<file path="src/rtl/trigger_power_detect.sv">
// Sliding-window energy trigger: squares NSAMP samples/clock, sums WINDOW_CLKS clocks, fires with holdoff.
// dat_i -> trig_o latency 4 clocks; no backpressure. `define TRIG_PEAK_HOLD_EN adds the peak_o tracker.
module trigger_power_detect #(
  parameter int NSAMP       = 8,
  parameter int NBITS       = 5,
  parameter int WINDOW_CLKS = 4,
  parameter int POWER_W     = 2*NBITS-1+$clog2(NSAMP*WINDOW_CLKS),
  parameter int HOLD_W      = 16
) (
  input  logic                     aclk,
  input  logic                     reset_i,
  input  logic [NSAMP*NBITS-1:0]   dat_i,
  input  logic                     enable_i,
  input  logic [POWER_W-1:0]       thresh_i,
  input  logic [HOLD_W-1:0]        holdoff_i,
  input  logic                     count_clr_i,
  output logic                     trig_o,
  output logic [POWER_W-1:0]       trig_power_o,
  output logic [31:0]              trig_count_o,
  output logic                     busy_o,
  output logic [POWER_W-1:0]       peak_o
);

  localparam int SQ_W   = 2*NBITS-1;
  localparam int LVLS   = $clog2(NSAMP);
  localparam int NP     = 1 << LVLS;
  localparam int CSUM_W = SQ_W + LVLS;

  typedef enum logic {ST_ARMED, ST_HOLDOFF} state_t;

  logic [SQ_W-1:0]    sq_d [NP];
  logic [SQ_W-1:0]    sq_q [NP];
  logic [CSUM_W-1:0]  tree [LVLS+1][NP];
  logic [CSUM_W-1:0]  clk_sum_d, clk_sum_q;
  logic [CSUM_W-1:0]  hist_d [WINDOW_CLKS];
  logic [CSUM_W-1:0]  hist_q [WINDOW_CLKS];
  logic [POWER_W-1:0] win_d, win_q;
  state_t             state_d, state_q;
  logic [HOLD_W-1:0]  hold_cnt_d, hold_cnt_q;
  logic               trig_d, trig_q;
  logic [POWER_W-1:0] trig_power_d, trig_power_q;
  logic [31:0]        trig_count_d, trig_count_q;
  logic               fire;

  // Sign-extend into the product width; the low SQ_W bits of the modular product are the exact square.
  function automatic logic [SQ_W-1:0] square(input logic [NBITS-1:0] s);
    logic [SQ_W-1:0] w;
    w = {{(NBITS-1){s[NBITS-1]}}, s};
    return w * w;
  endfunction

  always_comb begin
    for (int i = 0; i < NP; i++) begin
      sq_d[i] = '0;
      if (i < NSAMP) sq_d[i] = square(dat_i[NBITS*i +: NBITS]);
    end
  end

  always_comb begin
    for (int l = 0; l <= LVLS; l++)
      for (int i = 0; i < NP; i++)
        tree[l][i] = '0;
    for (int i = 0; i < NP; i++)
      tree[0][i] = CSUM_W'(sq_q[i]);
    for (int l = 1; l <= LVLS; l++)
      for (int i = 0; i < NP/2; i++)
        if (i < (NP >> l)) tree[l][i] = tree[l-1][2*i] + tree[l-1][2*i+1];
    clk_sum_d = tree[LVLS][0];
  end

  always_comb begin
    hist_d[0] = clk_sum_q;
    for (int i = 1; i < WINDOW_CLKS; i++)
      hist_d[i] = hist_q[i-1];
    win_d = win_q + POWER_W'(clk_sum_q) - POWER_W'(hist_q[WINDOW_CLKS-1]);
  end

  always_comb begin
    state_d      = state_q;
    hold_cnt_d   = hold_cnt_q;
    trig_d       = 1'b0;
    trig_power_d = trig_power_q;
    trig_count_d = trig_count_q;
    fire         = 1'b0;
    case (state_q)
      ST_ARMED: begin
        if (enable_i && (win_q > thresh_i)) begin
          fire         = 1'b1;
          trig_d       = 1'b1;
          trig_power_d = win_q;
          hold_cnt_d   = holdoff_i;
          if (holdoff_i != '0) state_d = ST_HOLDOFF;
        end
      end
      ST_HOLDOFF: begin
        hold_cnt_d = hold_cnt_q - 1'b1;
        if (hold_cnt_q == HOLD_W'(1)) state_d = ST_ARMED;
      end
      default: state_d = ST_ARMED;
    endcase
    // A clear that lands on a trigger keeps that trigger in the count.
    if (count_clr_i)
      trig_count_d = fire ? 32'd1 : 32'd0;
    else if (fire && (trig_count_q != 32'hFFFF_FFFF))
      trig_count_d = trig_count_q + 32'd1;
  end

  always_ff @(posedge aclk) begin
    if (reset_i) begin
      for (int i = 0; i < NP; i++) sq_q[i] <= '0;
      for (int i = 0; i < WINDOW_CLKS; i++) hist_q[i] <= '0;
      clk_sum_q    <= '0;
      win_q        <= '0;
      state_q      <= ST_ARMED;
      hold_cnt_q   <= '0;
      trig_q       <= 1'b0;
      trig_power_q <= '0;
      trig_count_q <= '0;
    end else begin
      sq_q         <= sq_d;
      hist_q       <= hist_d;
      clk_sum_q    <= clk_sum_d;
      win_q        <= win_d;
      state_q      <= state_d;
      hold_cnt_q   <= hold_cnt_d;
      trig_q       <= trig_d;
      trig_power_q <= trig_power_d;
      trig_count_q <= trig_count_d;
    end
  end

  assign trig_o       = trig_q;
  assign trig_power_o = trig_power_q;
  assign trig_count_o = trig_count_q;
  assign busy_o       = (state_q == ST_HOLDOFF);

`ifdef TRIG_PEAK_HOLD_EN
  logic [POWER_W-1:0] peak_d, peak_q;

  always_comb begin
    peak_d = peak_q;
    if (count_clr_i)        peak_d = '0;
    else if (win_q > peak_q) peak_d = win_q;
  end

  always_ff @(posedge aclk) begin
    if (reset_i) peak_q <= '0;
    else         peak_q <= peak_d;
  end

  assign peak_o = peak_q;
`else
  assign peak_o = '0;
`endif

endmodule

</file>
<file path="config.mk">
export PLATFORM = sky130hd
export DESIGN_NAME = trigger_power_detect
export DESIGN_NICKNAME = d
export VERILOG_FILES = /design/src/rtl/trigger_power_detect.sv
export SDC_FILE = /design/constraint.sdc
export NUM_CORES = 1
export LEC_CHECK = 0
export ABC_AREA = 1
export CAP_MARGIN = 20
export CORE_UTILIZATION = 30
export CTS_CLUSTER_SIZE = 16
export DETAILED_ROUTE_END_ITERATION = 7
export PLACE_DENSITY_LB_ADDON = 0.08
export REMOVE_ABC_BUFFERS = 1
export SLEW_MARGIN = 30
export SYNTH_ARGS = -nofsm -noshare
export SYNTH_HDL_FRONTEND = slang
export SYNTH_SLANG_ARGS = --single-unit
</file>
<file path="constraint.sdc">
create_clock -name aclk -period 4.7 [get_ports aclk]
set_input_delay 0.94 -clock aclk [delete_from_list [all_inputs] [get_ports aclk]]
set_output_delay 0.94 -clock aclk [all_outputs]
set_load 0.03 [all_outputs]
</file>
[Word-level counts from Yosys, hierarchy flattened]
Index checks and enable logic that the tools add are counted.
Cells by class
  add/sub/neg operators: 11
  multiply operators: 8
  magnitude comparators: 1
  equality and inequality tests: 3
  mux-type cells: 11
  bitwise gates (word level): 1
  reduce and logical (&&, ||, !) cells: 5
Operators with widths (number)
  multiplier 5 x 5 -> 9 bit: 8
  2-to-1 mux 32 bit: 2
  adder 9 x 9 -> 10 bit: 4
  adder 32 x 1 -> 32 bit, second input constant: 1
  != test 32 bit, second input constant: 1
  one-hot mux 16 bit (2 select lines): 1
  adder 10 x 10 -> 11 bit: 2
  == test 16 x 1 -> 1 bit, second input constant: 1
  2-to-1 mux 16 bit: 1
  nonzero test 16 bit: 1
  subtractor 16 x 1 -> 16 bit, second input constant: 1
  adder 14 x 12 -> 14 bit: 1
  greater-than comparator 14 bit: 1
  subtractor 14 x 12 -> 14 bit: 1
  adder 11 x 11 -> 12 bit: 1
  2-to-1 mux 1 bit: 6
  logical AND 1 bit: 2
  != test 2 bit, second input constant: 1
  one-hot mux 1 bit (2 select lines): 1
  AND reduction 2 bit: 1
  nonzero test 2 bit: 1
  NOT 1 bit: 1
Storage, ports and cells
  register bits after elaboration: 210
  output and inout port bits: 62

[Logic depth before layout (Yosys ltp)]
  depth in word-level cells: 7
  depth in mapped cells: 17
  gate-level depth less buffers: 17

[Worst setup path after synthesis]
OpenSTA, ideal clock, no wires.
  path type: register to register
  start: register sq_q[2] (netlist name)
  end: register clk_sum_q[8]
  data arrival time: 3.776 ns
  data required time: 4.580 ns
  slack: 0.804 ns
  cell stages (with the launch flop): 18
  period minus slack after synthesis: 3.896 ns
  cell sequence: dfxtp_1 > inv_1 > fa_1 > fa_1 > inv_1 > fa_1 > inv_1 > fa_1 > inv_1 > ha_1 > inv_1 > fa_1 > o21ai_0 > nand2_1 > nand2_1 > a21oi_1 > o21ai_0 > a21oi_1
Between the ends
  longest elaborated chain between the ends: 3
Ends and longest elaborated chain
  start: declaration: RTL line 32  | logic [SQ_W-1:0] sq_q [NP];
  start signal: assignment: RTL line 120  | sq_q <= sq_d;
  adder 9 x 9 -> 10 bit: RTL line 67  | if (i < (NP >> l)) tree[l][i] = tree[l-1][2*i] + tree[l-1][2*i+1];
  adder 10 x 10 -> 11 bit: RTL line 67
  adder 11 x 11 -> 12 bit: RTL line 67
  end signal: assignment: RTL line 122  | clk_sum_q <= clk_sum_d;
  end: declaration: RTL line 34  | logic [CSUM_W-1:0] clk_sum_d, clk_sum_q;
Every way passes these cells.
A chain may end at the register's enable or synchronous reset.

[Worst setup path after layout]
  start: register sq_q[29] (netlist name)
  end: register clk_sum_q[8]
Same word-level chain as after synthesis.

==> results.toml <==
[clocking]
cts_buffer_depth = 3
cts_root_buf = "clkbuf_16"
clkTransAtPathRegs_ns = 0.06
numCtsBuffers = 26
cts.sinks = 202
cts_hold_buf = 0
insertion_delay_ns = 0.55
cts_setup_buffers = 0
cts_tree = "done"
post_cts_resize_count = 0
htree_levels = 1

[synth]
synthCells = 1968
ys_seq_area_share_pct = 26.63
synthArstFlopShare_pct = 0
yosys_warnings = 0
syn_avg_cell_area_sq_um = 7.716
ys_ff_latch = 202
synth-edff-count = 0
yosysUniqueCellTypes = 44
synthesis.area_sq_um = 15180
ys.flop_type = "dfxtp_1"

[pwr]
p_leak_nw = 8.941
power_density_nw_per_um2 = 638.8
power.total_w = 0.01159
peakVddDrop_v = 0.0006393

[route]
wl_met1_um = 15670
firstDrtPassIters = 5
drc = 0
post_drt_wl_per_cell_um = 12.51
met2_length_um = 17670
vias = 11890
drtAntennaViolNets = 0
viasPerCell = 4.240
wirelength_um = 35080
drt-initial-drc-count = 450
highest_layer = "met5"
met3_length_um = 1188

[critical_path]
ff2ff_path_depth = 17
slowest_stage = "fa_1"
startpoint_type = "register"
crit_path_end_kind = "register"
cpPeakStageDelay_ns = 0.55
timing.rr.start = "sq_q[29]"
crit_type = "register to register"
worstPathArrival_ns = 4.65
worstPathCellList = "inv_1 -> fa_1 -> fa_1 -> inv_1 -> fa_1 -> inv_1 -> fa_1 -> inv_1 -> ha_1 -> inv_1 -> fa_1 -> o21ai_0 -> nand2_1 -> nand2_1 -> a21oi_1 -> o21ai_0 -> a21oi_1"
worst-path-max-fanout = 4
required_ns = 5.12
worstSetupStartpoint = "sq_q[29]"

[global_routing]
grt_pass1_wl_um = 58620
antenna_found_initial = 2
grt_max_degree = 111
grt_pass1_vias = 12030
grt.overflow.total = 0
grt_usage_pct = 14.09

[timing]
fin_worst_skew_ns = 0.009246
tightest_slew_ns = 0.7956
final-setup-viol-count = 0
maxSlewViolCount = 0
fin_ws_ns = 0.4753
hold_viol_final = 0
relSlewSlack_pct = 46.90
finalCritPeriodShare_pct = 89.89
layout_min_cycle_time_ns = 4.225
fin_tns_setup_ns = 0
fmax_ghz = 0.2367
rsz0062_at_grt = "no"

[placement]
io_buffers = 121
dp_hpwl_um = 28220
pre_cts_slack_ns = 0.07812
routabilityCongestion = 0.8527

[min_path]
worstHoldPathType = "register to register"
holdPathStages = 2
hp-start = "hist_d[11]"

[floorplan]
die_w_um = 227.0
die_h_um = 227.0
floorplan.initialDensity_pct = 30.33
rows = 82
dieArea_sq_um = 51520
io_pins = 136
coreArea_sq_um = 50070

[finish]
layout_commonest_cell = "inv_1"
areaGrowthSynthToFinish_pct = 19.50
layout.nets = 2455
antenna_cells = 0
final_cell_mix = "inv_1, nand2_1, nor2_1"
drive_gt1_share_pct = 4.503

[outcome]
status = "complete, no violations"

[run]
max_cap_violations = 0
-- final timing paths --
check             slack, ns           end
setup / recovery       0.48  clk_sum_q[8]
hold / removal         0.40    hist_q[11]
setup reg to reg       0.48  clk_sum_q[8]
hold reg to reg        0.40    hist_q[11]
-- metrics by stage --
stage | cell area (sq um) | instances | hold WS (ns) | utilization, %
6_report | 18140 | 2804 | 0.3955 | 36.24
5_1_grt | 18140 | 2804 | 0.4067 | 36.24
4_1_cts | 18140 | 2804 | 0.3861 | 36.24
3_5_place_dp | 17260 | 2759 | 0.3916 | 34.48
3_3_place_gp | 17260 | 2759 | 0.3884 | 34.48
2_1_floorplan | 14960 | 1934 | 0.3883 | -
-- layer usage --
| layer | vias up | track usage, % |
|---|---|---|
| met5 | - | 0 |
| met4 | 4 | 3.074 |
| met2 | 135 | 26.10 |
| met1 | 5522 | 17.18 |
| met3 | 43 | 1.923 |
| li1 | 6186 | - |
-- registers in the layout, summed over array words and instances (netlist names) --
signal	flops
trig_power_o	14
hist_d	36
hist_q	12
hold_cnt_q	16
busy_o	1
sq_q	64
clk_sum_q	12
trig_o	1
trig_count_o	32
win_q	14
-- critical path: cells and delay by family (launching register included) --
family,cells,cell delay [ns]
AOI/OAI and AO/OA,4,0.66
adders and majority gates,6,2.66
buffers and inverters,5,0.30
DFF,1,0.31
and+or+nand+nor,2,0.16
-- final cells by class --
class	count	area, sq um
clock inverter	6	93.84
clock buffer	39	789.5
fill	5416	31920
timing repair buffer	153	1461
sequential	202	4044
tap	672	840.8
inverter	454	1704
multi-input combinational	1278	9211
-- report_power, final --
| part | switching [W] | leakage, nW | total [W] | internal [W] |
|---|---|---|---|---|
| Sequential | 0.000208 | 1.66 | 0.00233 | 0.00212 |
| Clock | 0.000771 | 0.433 | 0.00203 | 0.00126 |
| Combinational | 0.00448 | 6.85 | 0.00723 | 0.00275 |
| Total | 0.00546 | 8.94 | 0.0116 | 0.00613 |
-- cells in the mapped netlist (2+ instances only) --
library cell  count  area, sq um
inv_1           451         1693
nand2_1         344         1291
nor2_1          250        938.4
dfxtp_1         202         4044
fa_1            157         3143
a21oi_1         132        660.6
ha_1            109         1364
o21ai_0          77        385.4
nand3_1          44        220.2
xor2_1           38        332.8
xnor2_1          33        289.0
clkbuf_1         26        97.59
nor3_1           17        85.08
buf_4            15        112.6
nand4_1           9        56.30
a21o_1            8        60.06
nor4_1            7        43.79
or2_2             7        43.79
buf_6             5        56.30
nand2_2           4        25.02
buf_2             3        15.01
conb_1            2        7.510
inv_2             2        7.510
nor2_2            2        12.51
nor2_4            2        22.52
o21a_1            2        15.01
o21ai_1           2        10.01
o21bai_1          2        15.01
-- cells by family (layout without fill, tap and decap cells) --
kind of cell,Yosys count,in the layout,share of synthesized area (%)
flops,202,202,26.63
simple gates,691,691,18.42
fa+ha+maj,266,266,29.68
other cells,2,18,0.04946
compound gates,232,232,8.026
buf+inv,504,652,13.10
xor+xnor,71,71,4.095
Note: power is estimated with default switching activity, not from simulation.
